==> src/rtl/geiger_pkg.sv <==
// Shared definitions for the Geiger measurement controller: FSM encoding and default widths.
package geiger_pkg;

  localparam int CNT_W_DEFAULT = 16;
  localparam int WIN_W_DEFAULT = 16;
  localparam int DT_W_DEFAULT  = 4;

  typedef enum logic [1:0] {
    ST_IDLE    = 2'd0,
    ST_MEASURE = 2'd1,
    ST_REPORT  = 2'd2
  } state_t;

endpackage

==> src/rtl/dead_time_gate.sv <==
// Post-pulse blanking: passes a pulse only when the dead counter is idle, then blanks
// the following load cycles.
module dead_time_gate
  import geiger_pkg::*;
#(
  parameter int DT_W = DT_W_DEFAULT
) (
  input  logic            clk,
  input  logic            rst_n,
  input  logic            clr,
  input  logic            enable,
  input  logic            pulse,
  input  logic [DT_W-1:0] load,
  output logic            qualified
);

  logic [DT_W-1:0] dead_reg;

  assign qualified = enable && pulse && (dead_reg == '0);

  // Decrement stops at zero, so the counter never wraps.
  always_ff @(posedge clk) begin
    if (!rst_n || clr) begin
      dead_reg <= '0;
    end else if (qualified) begin
      dead_reg <= load;
    end else if (dead_reg != '0) begin
      dead_reg <= dead_reg - DT_W'(1);
    end
  end

endmodule

==> src/rtl/geiger_measure_ctrl.sv <==
// Measurement controller: counts dead-time-qualified pulses over a programmable window
// and presents the saturating count through a valid/ready result handshake.
module geiger_measure_ctrl
  import geiger_pkg::*;
#(
  parameter int CNT_W = CNT_W_DEFAULT,
  parameter int WIN_W = WIN_W_DEFAULT,
  parameter int DT_W  = DT_W_DEFAULT
) (
  input  logic             clk,
  input  logic             rst_n,
  input  logic             start,
  input  logic             abort,
  input  logic [WIN_W-1:0] window_len,
  input  logic [DT_W-1:0]  dead_time,
  input  logic             pulse_in,
  output logic             src_ena,
  output logic             busy,
  output logic [CNT_W-1:0] count,
  output logic             overflow,
  output logic             result_valid,
  input  logic             result_ready
);

  localparam logic [CNT_W-1:0] CNT_MAX = '1;

  state_t           state_reg, state_next;
  logic [WIN_W-1:0] win_left_reg;
  logic [DT_W-1:0]  dead_len_reg;
  logic [CNT_W-1:0] count_reg;
  logic             overflow_reg;
  logic             accept;
  logic             in_measure;
  logic             hit;

  // start together with abort is not an accepted start.
  assign accept     = (state_reg == ST_IDLE) && start && !abort;
  assign in_measure = (state_reg == ST_MEASURE);

  always_ff @(posedge clk) begin
    if (!rst_n) begin
      state_reg <= ST_IDLE;
    end else begin
      state_reg <= state_next;
    end
  end

  always_comb begin
    state_next = state_reg;
    unique case (state_reg)
      ST_IDLE: begin
        if (accept) begin
          state_next = (window_len == '0) ? ST_REPORT : ST_MEASURE;
        end
      end
      ST_MEASURE: begin
        if (abort) begin
          state_next = ST_IDLE;
        end else if (win_left_reg <= WIN_W'(1)) begin
          state_next = ST_REPORT;
        end
      end
      ST_REPORT: begin
        if (abort || result_ready) begin
          state_next = ST_IDLE;
        end
      end
      default: state_next = ST_IDLE;
    endcase
  end

  dead_time_gate #(
    .DT_W(DT_W)
  ) u_gate (
    .clk      (clk),
    .rst_n    (rst_n),
    .clr      (accept),
    .enable   (in_measure),
    .pulse    (pulse_in),
    .load     (dead_len_reg),
    .qualified(hit)
  );

  // The window counter holds the cycles still to run, including the current one.
  always_ff @(posedge clk) begin
    if (!rst_n) begin
      win_left_reg <= '0;
      dead_len_reg <= '0;
      count_reg    <= '0;
      overflow_reg <= 1'b0;
    end else if (accept) begin
      win_left_reg <= window_len;
      dead_len_reg <= dead_time;
      count_reg    <= '0;
      overflow_reg <= 1'b0;
    end else if (in_measure) begin
      if (win_left_reg != '0) begin
        win_left_reg <= win_left_reg - WIN_W'(1);
      end
      if (hit) begin
        if (count_reg == CNT_MAX) begin
          overflow_reg <= 1'b1;
        end else begin
          count_reg <= count_reg + CNT_W'(1);
        end
      end
    end
  end

  assign src_ena      = in_measure;
  assign busy         = (state_reg != ST_IDLE);
  assign result_valid = (state_reg == ST_REPORT);
  assign count        = count_reg;
  assign overflow     = overflow_reg;

endmodule

==> config.mk <==
export PLATFORM = sky130hd
export DESIGN_NAME = geiger_measure_ctrl
export DESIGN_NICKNAME = d
export VERILOG_FILES = /design/src/rtl/geiger_pkg.sv /design/src/rtl/dead_time_gate.sv /design/src/rtl/geiger_measure_ctrl.sv
export SDC_FILE = /design/constraint.sdc
export NUM_CORES = 1
export LEC_CHECK = 0
export ABC_AREA = 0
export CAP_MARGIN = 10
export CORE_MARGIN = 2
export CORE_UTILIZATION = 53
export CTS_BUF_LIST = sky130_fd_sc_hd__clkbuf_8
export CTS_CLUSTER_SIZE = 8
export DETAILED_ROUTE_END_ITERATION = 7
export GPL_TIMING_DRIVEN = 0
export PLACE_DENSITY = 0.86
export SYNTH_ARGS = -nofsm -noshare
export SYNTH_HDL_FRONTEND = slang
export SYNTH_SLANG_ARGS = --single-unit
==> constraint.sdc <==
create_clock -name clk -period 2.1 [get_ports clk]
set_input_delay 0.42 -clock clk [delete_from_list [all_inputs] [get_ports clk]]
set_output_delay 0.42 -clock clk [all_outputs]
set_load 0.01 [all_outputs]
== Word level (Yosys, flattened, before mapping) ==
Cells that the tools add are included.

* Equality and inequality tests: 6
* Multiplexer cells: 11
* $add $sub $neg: 3
* Reduce and logical (&&, ||, !) cells: 22
* Bitwise gates (word level): 2
* Magnitude comparators: 1

{| class="wikitable"
|+ Operator list
! cell !! count
|-
| 16-bit 2-to-1 mux || 3
|-
| 16-bit by 1-bit adder with 16-bit output (second input constant) || 1
|-
| 16-bit == test (second input constant) || 1
|-
| 16-bit by 1-bit <= comparator with 1-bit output (second input constant) || 1
|-
| 16-bit zero test || 1
|-
| 16-bit nonzero test || 1
|-
| 16-bit by 1-bit subtractor with 16-bit output (second input constant) || 1
|-
| 2-bit 2-to-1 mux || 5
|-
| 3-bit AND reduction || 3
|-
| 4-bit 2-to-1 mux || 2
|-
| 2-bit nonzero test || 4
|-
| 2-bit one-hot mux with 3 select lines || 1
|-
| 1-bit logical AND || 4
|-
| 4-bit zero test || 1
|-
| 2-bit by 1-bit != test with 1-bit output (second input constant) || 2
|-
| 4-bit nonzero test || 1
|-
| 4-bit by 1-bit subtractor with 4-bit output (second input constant) || 1
|-
| 3-bit != test (second input constant) || 1
|-
| 2-bit by 1-bit == test with 1-bit output (second input constant) || 1
|-
| 2-bit == test (second input constant) || 1
|-
| 1-bit zero test || 2
|-
| 2-bit zero test || 1
|-
| 1-bit logical OR || 2
|-
| 1-bit inverter || 2
|-
| 2 further kinds || 2
|}

* Bits of input ports: 26
* Bits in registers: 43
* Output and inout port bits: 20

== Depth between registers and ports, before layout ==
* Depth after elaboration: 5
* Mapped depth: 8
* Mapped depth without buffers: 7

== Hierarchy ==
Synthesis repeated with hierarchy kept, for this count alone.

* Cell total of the unflattened synthesis: 304
* Area total of the unflattened synthesis: 2543.7 um^2

{| class="wikitable"
|+ Modules (own cells, without submodules)
! module !! area an instance (um^2) !! times used !! seq. area each (um^2) !! cells each
|-
| geiger_measure_ctrl || 2302.2 || 1 || 780.7 || 276
|-
| dead_time_gate || 241.5 || 1 || 80.1 || 28
|}

== Worst setup path before layout ==
No wires, ideal clock.

* Path kind: register to register
* Start point: register u_gate.dead_reg[0]
* End point: register count_reg[8], in the netlist count[8]
* Stages on the path, launching flop included: 8
* Required time: 1.984 ns
* Path slack: 0.388 ns
* Library setup time: 0.116 ns
* Buffers on the path: 0
* Data arrival time: 1.595 ns
* Clock period less this slack: 1.712 ns
* Cells stage by stage: dfxtp_1 inv_1 ha_1 nor3b_4 nand2_1 a21oi_1 a31oi_1 a41o_1

* Cells in the longest elaborated chain, start to end: 3

{| class="wikitable"
|+ Ends and longest elaborated chain
! element !! RTL line !! source
|-
| start: declaration || dead_time_gate.sv:17 || <nowiki>logic [DT_W-1:0] dead_reg;</nowiki>
|-
| start signal: assignment || dead_time_gate.sv:26 || <nowiki>dead_reg <= load;</nowiki>
|-
| start signal: assignment || dead_time_gate.sv:28 || <nowiki>dead_reg <= dead_reg - DT_W'(1);</nowiki>
|-
| 4-bit zero test || dead_time_gate.sv:19 || <nowiki>assign qualified = enable && pulse && (dead_reg == '0);</nowiki>
|-
| 1-bit logical AND || dead_time_gate.sv:19 ||
|-
| 3-bit AND reduction (no source line) || -- ||
|-
| end signal: assignment || geiger_measure_ctrl.sv:104 || <nowiki>count_reg <= count_reg + CNT_W'(1);</nowiki>
|-
| end: declaration || geiger_measure_ctrl.sv:30 || <nowiki>logic [CNT_W-1:0] count_reg;</nowiki>
|}

No other way between the ends.
A chain may end at the register's enable or synchronous reset.

== Worst setup path in the final report ==
* Start point: input port abort
* End point: register win_left_reg[14]

* Cells in the longest elaborated chain, start to end: 4
* Elaborated cells on any way between the ends: 6

{| class="wikitable"
|+ Ends and longest elaborated chain
! element !! RTL line !! source
|-
| start: declaration || geiger_measure_ctrl.sv:13 || <nowiki>input logic abort,</nowiki>
|-
| 1-bit zero test * || geiger_measure_ctrl.sv:37 || <nowiki>assign accept = (state_reg == ST_IDLE) && start && !abort;</nowiki>
|-
| 1-bit logical AND * || geiger_measure_ctrl.sv:37 ||
|-
| 2-bit nonzero test (no source line) || -- ||
|-
| 2-bit AND reduction (no source line) || -- ||
|-
| end signal: assignment || geiger_measure_ctrl.sv:92 || <nowiki>win_left_reg <= window_len;</nowiki>
|-
| end signal: assignment || geiger_measure_ctrl.sv:98 || <nowiki>win_left_reg <= win_left_reg - WIN_W'(1);</nowiki>
|-
| end: declaration || geiger_measure_ctrl.sv:28 || <nowiki>logic [WIN_W-1:0] win_left_reg;</nowiki>
|}

Mark *: on every way between the ends. The rest lies on a longest branch, timed or not.

==> flow_summary.json <==
{
  "status": "finished clean",
  "cp_slowest_stage_delay_ps": 500,
  "n_antenna_cell": 0,
  "hold_viol": 0,
  "required_ps": 2330,
  "num_vias": 2405,
  "ant_nets": 0,
  "drcViolationCount": 0,
  "insertion_delay_ps": 310,
  "crit_type": "in2reg",
  "grt-ovfl-total": 0,
  "grt_max_degree": 14,
  "fmax_mhz": 504,
  "cp_max_fo": 10,
  "gp_congestion": 0.907,
  "grt_pass1_vias": 2112,
  "postCtsHoldBufs": 0,
  "dieWidth_um": 70.5,
  "p_per_area_nw_per_um2": 748,
  "area_growth_pct": 29.5,
  "port_buffers": 45,
  "clk_pin_slew_ps": 90,
  "mostFrequentLayoutCells": "44 x clkdlybuf4s50_1, 41 x dfxtp_1, 33 x nor2_1",
  "drtIter0Drc": 156,
  "cts.sinks": 43,
  "root_buffer": "clkbuf_8",
  "dr.pass1.iters": 4,
  "relSlewSlack_pct": 54.2,
  "cap_violations": 0,
  "worst_pin_slew_ps": 685,
  "viasPerCell": 6.12,
  "cts_buffers": 5,
  "fin_util_pct": 70.6,
  "p_total_uw": 2270,
  "synth_ff_type": "dfxtp_1",
  "cp-start-kind": "input port",
  "setup_viol": 0,
  "p_leak_uw": 0.00106,
  "hold_class": "reg2reg",
  "grtUsageTotal_pct": 24.8,
  "worst_slack_ps": 115,
  "ys_warn_count": 0,
  "syn_inst": 286,
  "finalCritPeriodShare_pct": 94.5,
  "fin_tns_setup_ps": 0,
  "synth_nets": 318,
  "nFillCells": 363,
  "ir_worst_vdd_mv": 0.402,
  "num_rows": 24,
  "ys_types": 50,
  "synth_edf_count": 0,
  "drv_slew": 0,
  "layout-drive-gt1-share_pct": 9.68,
  "ys_seq_area_share_pct": 36.8,
  "finalClockSkew_ps": 10.3,
  "ys_ff_latch": 43,
  "fin_crit_ps": 1990,
  "grt_pass1_wl_um": 9870,
  "hpwl_um": 4450,
  "antenna_found_initial": 0,
  "io_pins": 46,
  "dieArea_um2": 4960,
  "crit_chain": "clkdlybuf4s50_1 -> nor4b_2 -> clkbuf_1 -> a22oi_1 -> a21oi_1",
  "crit_path_end_kind": "flip-flop",
  "syn_area_per_cell_um2": 8.19,
  "synth-async-reset-ratio_pct": 0,
  "fp.dieH_um": 70.5,
  "htreeDepth": 2,
  "cts_tree": "yes",
  "routed_wl_um": 6110,
  "initial_core_util_pct": 54.5,
  "worst_path_max_delay_cell": "clkdlybuf4s50_1",
  "regArea_um2": 866,
  "nets": 372,
  "cp_data_arrival_time_ps": 2210,
  "multi_input_area_um2": 1450,
  "syn_area_um2": 2340,
  "coreArea_um2": 4290,
  "hold-worst-slack_ps": 464,
  "clock_path_buffers": 2,
  "wire_per_inst_um": 15.5,
  "final_common_cell": "clkdlybuf4s50_1",
  "place_ws_ps": -400
}
-- timing repair --
item,CTS,global route
setup endpoints to repair,6,33
pin swaps,0,1
setup buffers,0,3
endpoints found under the hold margin,0,0
gates resized for setup,7,9
-- power breakdown --
group,internal [uW],leakage [uW],switching (uW)
clock,299,0.0000505,296
combinational,337,0.000661,364
sequential,884,0.000351,86.2
-- stage by stage --
stage,area [um2],std cells
detailed placement,2860,383
CTS,2980,391
global route,3030,393
global placement,2860,383
finish,3030,393
floorplan,2340,286
-- Yosys cell counts, types with 3 or more instances --
cell,n,area share (%)
clkbuf_1,6,0.96
buf_2,5,1.1
nand3_1,15,3.2
nand4_1,9,2.4
ha_1,6,3.2
xnor2_1,17,6.4
nor2b_1,3,0.80
a211oi_1,7,2.2
or3_1,3,0.80
inv_1,6,0.96
a21oi_1,27,5.8
and3_1,3,0.80
o21ai_0,8,1.7
nor3_1,7,1.5
nor2_1,33,5.3
o211ai_1,4,1.3
and2_1,5,1.3
o21ai_1,4,0.86
and4_1,3,1.1
a31oi_1,3,0.80
nor3b_1,4,1.3
nand2_1,23,3.7
dfxtp_1,43,37
xor2_1,4,1.5
nor4_1,9,2.4
-- routing by layer --
layer | part of all wire (%) | global-route usage, %
met5 | 0 | 0
met3 | 6.6 | 3.03
met2 | 47 | 38.5
met1 | 45 | 34.9
met4 | 1.8 | 9.83
-- logic make-up (layout without fill, tap and decap cells) --
kind of cell | after synthesis | count (layout) | share of synthesized area [%]
DFF | 43 | 43 | 36.8
AOI/OAI and AO/OA | 68 | 68 | 18.3
muxes | 1 | 1 | 0.428
buffers and inverters | 18 | 73 | 3.15
adders and majority gates | 6 | 6 | 3.21
xor gates and xnor gates | 21 | 21 | 7.86
and+or+nand+nor | 129 | 129 | 30.3
-- layout make-up --
| class | count | area share, % |
|---|---|---|
| Clock inverter | 1 | 0.248 |
| Tap cell | 52 | 2.15 |
| Multi-Input combinational cell | 225 | 47.8 |
| Timing Repair Buffer | 48 | 15.6 |
| Inverter | 6 | 0.743 |
| Sequential cell | 43 | 28.6 |
| Clock buffer | 7 | 3.18 |
| Buffer | 11 | 1.82 |
-- worst max-delay path, delay by kind of cell --
kind            cells  cell delay [ps]
simple gates        1              480
buf+inv             2              960
compound gates      2              330
-- worst paths after layout --
kind	startpoint	slack [ps]	depth (start not counted)	endpoint
min	dead_len_reg[2]	460	2	dead_len_reg[2]
max	abort	110	5	win_left_reg[14]
max reg2reg	win_left_reg[1]	150	8	win_left_reg[13]
min reg2reg	dead_len_reg[2]	460	2	dead_len_reg[2]
(Power assumes the default switching activity.)
